File: src/rtl/urv_pipe_ctrl.sv
// urv_pipe_ctrl: per-stage stall/kill, RUN/HALT/WFI state machine and interrupt take logic for uRV.
// Define URV_PIPE_CTRL_IRQ_SYNC_EN to pass nIRQ/nNMI through 2-flop synchronisers.
module urv_pipe_ctrl #(
  parameter int G_STAGES    = 4,
  parameter int G_BRA_STAGE = 2,
  parameter int G_IRQ_WIDTH = 32
) (
  input  logic                   CLK,
  input  logic                   nRST,
  input  logic [G_STAGES-1:0]    stall_req_i,
  input  logic                   bra_i,
  input  logic                   trap_req_i,
  input  logic                   wfi_req_i,
  input  logic                   dbg_halt_i,
  input  logic                   dbg_resume_i,
  input  logic [G_IRQ_WIDTH-1:0] nIRQ,
  input  logic                   nNMI,
  input  logic [G_IRQ_WIDTH-1:0] irq_mask_i,
  input  logic                   irq_enable_i,
  output logic [G_STAGES-1:0]    stall_o,
  output logic [G_STAGES-1:0]    kill_o,
  output logic [1:0]             cpu_state_o,
  output logic                   TRAP,
  output logic [G_IRQ_WIDTH-1:0] irq_pending_o,
  output logic                   irq_take_o,
  output logic [4:0]             irq_id_o,
  output logic                   nmi_take_o
);
  typedef enum logic [1:0] {S_RUN = 2'b00, S_HALT = 2'b01, S_WFI = 2'b10} state_t;
  state_t                 state_q, state_d;
  logic [G_BRA_STAGE-1:0] shadow_q, shadow_d;
  logic [G_IRQ_WIDTH-1:0] irq_pend_q, irq_pend_d, nirq_s;
  logic                   nmi_pend_q, nmi_pend_d, nmi_prev_q, nnmi_s;
  logic                   irq_take_q, irq_take_d, nmi_take_q, nmi_take_d;
  logic [4:0]             irq_id_q, irq_id_d;
  logic                   stall_acc, kill_acc, take_ok;

  assign TRAP          = state_q != S_RUN;
  assign cpu_state_o   = state_q;
  assign irq_pending_o = irq_pend_q;
  assign irq_take_o    = irq_take_q;
  assign irq_id_o      = irq_id_q;
  assign nmi_take_o    = nmi_take_q;

`ifdef URV_PIPE_CTRL_IRQ_SYNC_EN
  logic [G_IRQ_WIDTH-1:0] nirq_m_q, nirq_s_q;
  logic                   nnmi_m_q, nnmi_s_q;
  always_ff @(posedge CLK or negedge nRST) begin
    if (!nRST) begin
      nirq_m_q <= '1;
      nirq_s_q <= '1;
      nnmi_m_q <= 1'b1;
      nnmi_s_q <= 1'b1;
    end else begin
      nirq_m_q <= nIRQ;
      nirq_s_q <= nirq_m_q;
      nnmi_m_q <= nNMI;
      nnmi_s_q <= nnmi_m_q;
    end
  end
  assign nirq_s = nirq_s_q;
  assign nnmi_s = nnmi_s_q;
`else
  assign nirq_s = nIRQ;
  assign nnmi_s = nNMI;
`endif

  // A stage stalls when any later stage stalls; its own request is not fed back.
  always_comb begin
    stall_o   = '0;
    stall_acc = TRAP;
    for (int i = G_STAGES - 2; i >= 0; i--) begin
      stall_acc  = stall_acc | stall_req_i[i+1];
      stall_o[i] = stall_acc;
    end
  end

  always_comb begin
    kill_o    = '0;
    kill_acc  = bra_i;
    kill_o[0] = bra_i;
    for (int i = 1; i <= G_BRA_STAGE; i++) begin
      kill_acc  = kill_acc | shadow_q[i-1];
      kill_o[i] = kill_acc;
    end
    shadow_d    = shadow_q;
    shadow_d[0] = bra_i;
    for (int k = 1; k < G_BRA_STAGE; k++) shadow_d[k] = shadow_q[k-1];
  end

  always_comb begin
    state_d = state_q;
    unique case (state_q)
      S_RUN:   state_d = (trap_req_i | dbg_halt_i) ? S_HALT : wfi_req_i ? S_WFI : S_RUN;
      S_WFI:   state_d = dbg_halt_i ? S_HALT : (|irq_pend_q | nmi_pend_q) ? S_RUN : S_WFI;
      S_HALT:  state_d = (dbg_resume_i & ~dbg_halt_i) ? S_RUN : S_HALT;
      default: state_d = S_RUN;
    endcase
  end

  // Blocking on the previous cycle's takes leaves a one-cycle gap between them.
  always_comb begin
    take_ok    = (state_q == S_RUN) & ~|kill_o & ~stall_o[G_BRA_STAGE] & ~irq_take_q & ~nmi_take_q;
    nmi_take_d = take_ok & nmi_pend_q;
    irq_take_d = take_ok & ~nmi_pend_q & irq_enable_i & |irq_pend_q;
    nmi_pend_d = (nmi_prev_q & ~nnmi_s) | (nmi_pend_q & ~nmi_take_q);
    irq_pend_d = ~nirq_s & irq_mask_i;
    irq_id_d   = irq_id_q;
    for (int i = G_IRQ_WIDTH - 1; i >= 0; i--) if (irq_pend_q[i]) irq_id_d = 5'(i);
  end

  always_ff @(posedge CLK or negedge nRST) begin
    if (!nRST) begin
      state_q    <= S_RUN;
      shadow_q   <= '0;
      irq_pend_q <= '0;
      nmi_pend_q <= 1'b0;
      nmi_prev_q <= 1'b1;
      irq_take_q <= 1'b0;
      nmi_take_q <= 1'b0;
      irq_id_q   <= '0;
    end else begin
      state_q    <= state_d;
      if (!stall_o[G_BRA_STAGE]) shadow_q <= shadow_d;
      irq_pend_q <= irq_pend_d;
      nmi_pend_q <= nmi_pend_d;
      nmi_prev_q <= nnmi_s;
      irq_take_q <= irq_take_d;
      nmi_take_q <= nmi_take_d;
      if (irq_take_d) irq_id_q <= irq_id_d;
    end
  end
endmodule

File: config.mk
export PLATFORM = sky130hd
export DESIGN_NAME = urv_pipe_ctrl
export DESIGN_NICKNAME = d
export VERILOG_FILES = /design/src/rtl/urv_pipe_ctrl.sv
export SDC_FILE = /design/constraint.sdc
export NUM_CORES = 1
export LEC_CHECK = 0
export CORE_AREA = 5 5 82 84
export DETAILED_ROUTE_END_ITERATION = 10
export DIE_AREA = 0 0 87 89
export GPL_TIMING_DRIVEN = 0
export PLACE_DENSITY_LB_ADDON = 0.12
export SYNTH_ARGS = -nofsm -noshare
export SYNTH_HDL_FRONTEND = slang
export SYNTH_SLANG_ARGS = --single-unit
File: constraint.sdc
create_clock -name CLK -period 2.4 [get_ports CLK]
set_input_delay 0.36 -clock CLK [delete_from_list [all_inputs] [get_ports CLK]]
set_output_delay 0.36 -clock CLK [all_outputs]
set_load 0.03 [all_outputs]
==> impl_results.md, run 1 <==
* Leak pwr at 1.40 nW
* Register share of total power at 0.484
* DR vias at 1,738
* Met3 routed WL at between 600 and 700 µm
* Max-Cap Viols at 0
* Final WS setup at roughly 0.063 ns
* Core box area at 0.00585 mm²
* Power share of the clock group at 0.254
* Synth Area per Inst at between 10 and 15 µm²
* # nets final at 384
* Ports at 127
* Slew at the pin closest to its max-slew limit at 0.532 ns
* Synth top area cells: dfrtp_1 56%, nor2b_1 11%, nor2_1 2.3%, buf_4 1.9%, nor4_2 1.9%
* Initial Util at 0.338
* Pre-Repair DR Iteration Count at 4
* Worst VDD drop at 0.000239 V
* Largest net degree at the start of global routing at 25
* Vias/cell at roughly 4.5
* Placed Cells at 375
* Antenna cells at 0
* Part of the cycle the worst path needs at 0.974
* Wirelength, routed at 5110 µm
* Sw Share at 0.268
* Final setup violation count at 0
* Syn Inst Count at 175
* FF-to-FF End: irq_id_o[2]$_DFFE_PN0P_
* Die Height at 89 µm
* CTS hold repair buffers at 0
* First-pass GRT wire length at 8280 µm
* Finished Layout Cells at 382
* Most used flip-flop cell after synthesis: dfrtp_1
* Slew Viols, Final at 0
* Internal power at 1.29 mW
* Pwr dens at 518 mW/mm²
* Outcome: finished, final reports clean
* Total global routing track utilization at 0.135
* Pre-CTS WS at -0.200 ns
* Clock root cell: clkbuf_8
* Worst-path clk slew at 0.07 ns
* Worst setup path endpoint: kill_o[2]
* RSZ-0062 raised after global routing: false
* DP Area at 0.00333 mm²
* Final Power at 1.77 mW
* TritonCTS buffer count at 5
* Clk_lat worst skew at 0.28 ns
* Clock Tree Buf Depth at 2
* Crit path kind: input port to output pin
* HPWL after DPL at ~4400 µm
* Required @ worst endpoint at just over 2 ns
* Initial antenna violation count at 0
* Post-CTS setup buffers at 0
* Rows at 28
* Design Area, Final at 0.00341 mm²
* Clock Sinks at 45
* DRC at 0
* Worst hold slack at about 0.053 ns
* Die width at 87 µm
* Comb pwr share at 0.261
* Vias in the first global route at between 1,500 and 2,000
* Ys async rst share at 1.00
* Relative slew slack at 0.645
* Reg2Reg Depth at 5
* Met2 routed WL at 2560 µm
* Final Hold Fails at 0
* Worst-case clock skew at 0.00645 ns
* DRT iter0 DRCs at 56
* PortBufs at roughly 120
* Max Used Layer: met4
* Biggest area consumer among synthesized cells: dfrtp_1
* Startpoint types: input port
* R2R Path Start: irq_pending_o[3]$_DFF_PN0_
* Critical path capture point type: output pin
* Total global routing overflow at 0
* Layout cells sized above 1 at 0.0945
* TritonCTS clock tree: built
* Post-synth EDFFs at 0
* CP startpoint: bra_i
* Cell Area, Synth at just under 0.002 mm²
* Die area at 0.00774 mm²
* Synth Register Bits at 45
* Met1 WL at 1900 µm
* Post-CTS sizing at 3
* CP Max Fanout at 4
* Unique masters post-synth at 40
* H-tree levels at 2
* Area Growth Syn to Fin at 72.4%
* Synthesis warning total at 0
* FMAX at 428 MHz
* Register area share after synthesis at 0.570
* Crit path time final at 2.34 ns
* Synth top area share at 0.556
* GP Congestion at about 0.73
* Switching pwr at approximately 0.47 mW
* Worst Path Arrival at ~2.0 ns
* Worst hold path class: input port to asynchronous set/reset pin
* DR WL/cell at 13.4 µm
* Final ANT Viol Nets at 0
* R2R Setup Slk at between 0.3 and 0.4 ns
-- how the worst min path moves through the flow --
stage	endpoint	slack [ns]	depth (start not counted)	startpoint
floorplan	cpu_state_o[0]$_DFF_PN0_	0.06	0	nRST
global placement	irq_id_o[3]$_DFFE_PN0P_	0.46	1	irq_id_o[3]$_DFFE_PN0P_
detailed placement	shadow_q[0]$_DFFE_PN0N_	0.37	1	nRST
CTS	irq_pending_o[5]$_DFF_PN0_	0.07	1	nRST
global route	irq_pending_o[5]$_DFF_PN0_	0.09	1	nRST
finish	shadow_q[0]$_DFFE_PN0N_	0.05	1	nRST
-- synth_stat cells (2+ instances only) --
cell type	instances
nor2b_1	35
or2_2	3
nor4_2	3
nor2_1	12
nor4_1	5
a21oi_1	5
o21bai_1	2
nor3_1	6
mux2_2	2
o31a_1	2
nand3_1	3
o21ai_0	4
a311oi_1	2
inv_1	8
dfrtp_1	44
nand2b_1	3
nand2_1	3
buf_4	5
o211ai_1	3
or3_1	4
a22o_1	2
-- stage by stage --
step | util | TNS (ns)
final | 0.583 | 0
after global routing | 0.583 | 0
after CTS | 0.583 | 0
after detailed placement | 0.569 | -0.249
after global placement | 0.565 | -9.58
after floorplan | - | 0
-- cell type report --
type,count,area [µm²]
inverters,9,33.8
fillers,528,2440
clock buffers,7,86.3
plain buffers,6,42.5
well taps,75,93.8
repair buffers,124,1250
multi-input cells,116,779
flip-flops and latches,45,1130
-- per-layer routing --
metal / up-vias / track usage
met5: - / 0
met4: 0 / 0.0382
met2: 71 / 0.241
met1: 792 / 0.150
li1: 869 / -
met3: 6 / 0.0544
-- state kept, by name (all words and copies together), names as in the netlist --
name and count:
irq_pending_o 32, irq_id_o 5, cpu_state_o 2, shadow_q 2, irq_take_o 1, nmi_pend_q 1, nmi_prev_q 1, nmi_take_o 1
-- critical path, cell delays in order --
cell and delay (ns):
clkdlybuf4s50_1 0.44, or3_1 0.43, buf_4 0.16, clkdlybuf4s50_1 0.58
-- kinds of logic (layout without fill, tap and decap cells) --
family / Yosys count / in the layout / synth area share
other: 1 / 2 / 0.00189
buffers and inverters: 15 / 146 / 0.0386
AND/OR/NAND/NOR: 83 / 83 / 0.264
multiplexers: 2 / 2 / 0.0114
flip-flops: 45 / 45 / 0.570
AO/OA/AOI/OAI: 29 / 29 / 0.114
-- power by group through the flow --
stage	Sequential [mW]	Combinational [mW]	Clock (mW)
after floorplan	0.932	0.145	0
after global placement	0.870	0.461	0
after detailed placement	0.872	0.471	0
after CTS	0.857	0.471	0.474
after global routing	0.868	0.498	0.502
final	0.857	0.462	0.450
-- layout by cell type, fill, tap and decap left out, types with 4 or more instances in the layout --
cell type | Yosys | layout
clkdlybuf4s50_1 | 0 | 120
a21oi_1 | 5 | 5
nor4_1 | 5 | 5
buf_4 | 5 | 6
nor2_1 | 12 | 12
o21ai_0 | 4 | 4
or3_1 | 4 | 4
dfrtp_1 | 44 | 44
clkbuf_8 | 0 | 6
inv_1 | 8 | 8
nor2b_1 | 35 | 35
nor3_1 | 6 | 6
(Power assumes the default switching activity.)
==> run 2: changes to the inputs <==
SKIP_CTS_REPAIR_TIMING = 1   (was default)
==> impl_results.md, run 2 (same netlist as run 1, synthesis figures left out) <==
* DR WL/cell at 13.4 µm
* Worst Path Arrival at around 2.0 ns
* GP Congestion at 0.727
* Slew Viols, Final at 0
* Sequential cell area at around 0.0011 mm²
* Die area at 0.00774 mm²
* Vias/cell at 4.54
* PortBufs at 123
* Worst-case clock skew at between 0.006 and 0.007 ns
* Final setup violation count at 0
* Final ANT Viol Nets at 0
* FMAX at 428 MHz
* Final WS setup at 0.0625 ns
* Pre-CTS WS at -0.200 ns
* Wirelength, routed at 5130 µm
* TritonCTS buffer count at 5
* Rows at 28
* Relative slew slack at 0.647
* # nets final at 384
* Placed Cells at 375
* FILL cells at 525
* Clock Tree Buf Depth at 2
* Crit path kind: input port to output pin
* Initial Util at 0.338
* DRC at 0
* Multi-input logic area at just under 800 µm²
* Clk_lat worst skew at roughly 0.28 ns
* Finished Layout Cells at 382
* Startpoint types: input port
* First-pass GRT wire length at 8270 µm
* Leak pwr at 1.40 nW
* Worst hold path class: input port to asynchronous set/reset pin
* Final Hold Fails at 0
* Final Power at 1.77 mW
* DRT iter0 DRCs at 57
* Area Growth Syn to Fin at 72.9%
* RSZ-0062 raised after global routing: false
* Worst-path clk slew at approximately 0.070 ns
* Initial antenna violation count at 0
* Worst VDD drop at 0.000238 V
* Crit path time final at 2.34 ns
* Ports at 127
* Utilization after layout at 0.585
* Max-Cap Viols at 0
* CP Max Fanout at 4
* H-tree levels at 2
* Part of the cycle the worst path needs at 0.974
* DR vias at ~1,700
* Required @ worst endpoint at 2.04 ns
* Max reg flops at 32
* Commonest non-fill, non-tap cell in the layout: clkdlybuf4s50_1
* Clock Sinks at 45
* Core box area at 0.00585 mm²
* TritonCTS clock tree: built
* Largest net degree at the start of global routing at 25
* Layout cells sized above 1 at 0.0945
* Total global routing track utilization at 0.135
* Most frequent cells in the layout: 120 x clkdlybuf4s50_1, 43 x dfrtp_1, 35 x nor2b_1
* Antenna cells at 0
* Pre-Repair DR Iteration Count at 4
* Clock root cell: clkbuf_8
* Slew at the pin closest to its max-slew limit at 0.529 ns
* Die Height at about 89 µm
* Pwr dens at between 500 and 600 mW/mm²
* Critical path capture point type: output pin
* Outcome: finished, final reports clean
* Die width at 87 µm
* HPWL after DPL at 4430 µm
* Vias in the first global route at 1,763
* Total global routing overflow at 0
## run 2: cell types whose count changed in the layout (fill, tap and decap cells not counted), sizes merged
cell	before	now
dlygate4sd2	1	0
buf	9	8
dlymetal6s2s	0	2
## run 2: path summary, 6_finish.rpt
path	from	to	slack, ns	cells past startpoint
setup / recovery	bra_i	kill_o[2]	0.06	4
hold / removal	nRST	shadow_q[0]$_DFFE_PN0N_	0.05	1
setup reg to reg	irq_pending_o[3]$_DFF_PN0_	irq_id_o[2]$_DFFE_PN0P_	0.37	5
hold reg to reg	irq_id_o[4]$_DFFE_PN0P_	irq_id_o[4]$_DFFE_PN0P_	0.48	2
max in group asynchronous	nRST	irq_pending_o[9]$_DFF_PN0_	1.86	2
min in group CLK	irq_id_o[4]$_DFFE_PN0P_	irq_id_o[4]$_DFFE_PN0P_	0.48	2
## run 2: layer usage
| metal | share of wire | GRT usage | wire [µm] | up-vias |
|---|---|---|---|---|
| met5 | 0 | 0 | 0 | - |
| met4 | 0.0084 | 0.0382 | 43 | 0 |
| met3 | 0.12 | 0.0544 | 606 | 6 |
| li1 | - | - | - | 868 |
| met1 | 0.37 | 0.150 | 1910 | 791 |
| met2 | 0.50 | 0.240 | 2570 | 71 |
## run 2: worst max-delay path, cell delays in order
cell and delay [ns]:
clkdlybuf4s50_1 0.44, or3_1 0.43, buf_4 0.16, clkdlybuf4s50_1 0.58
## run 2: power breakdown
group	leakage, nW	switching (mW)	internal (mW)
sequential	0.576	0.0482	0.809
clock	0.0443	0.221	0.228
combinational	0.784	0.205	0.257
total	1.40	0.475	1.29
## run 2: cell type report
cell class / count / area share
timing repair buffer: 124 / 0.368
multi-input combinational: 116 / 0.228
clock buffer: 7 / 0.0252
buffer: 6 / 0.0124
inverter: 9 / 0.00987
sequential: 45 / 0.330
tap: 75 / 0.0274
## run 2: through the flow
stage	hold slack (ns)	instance area [µm²]	TNS [ns]
final	0.0514	3420	0
after global routing	0.0871	3420	0
after global placement	0.460	3310	-9.58
after detailed placement	0.374	3330	-0.249
after floorplan	0.0644	1980	0
after CTS	0.0676	3420	-0.370
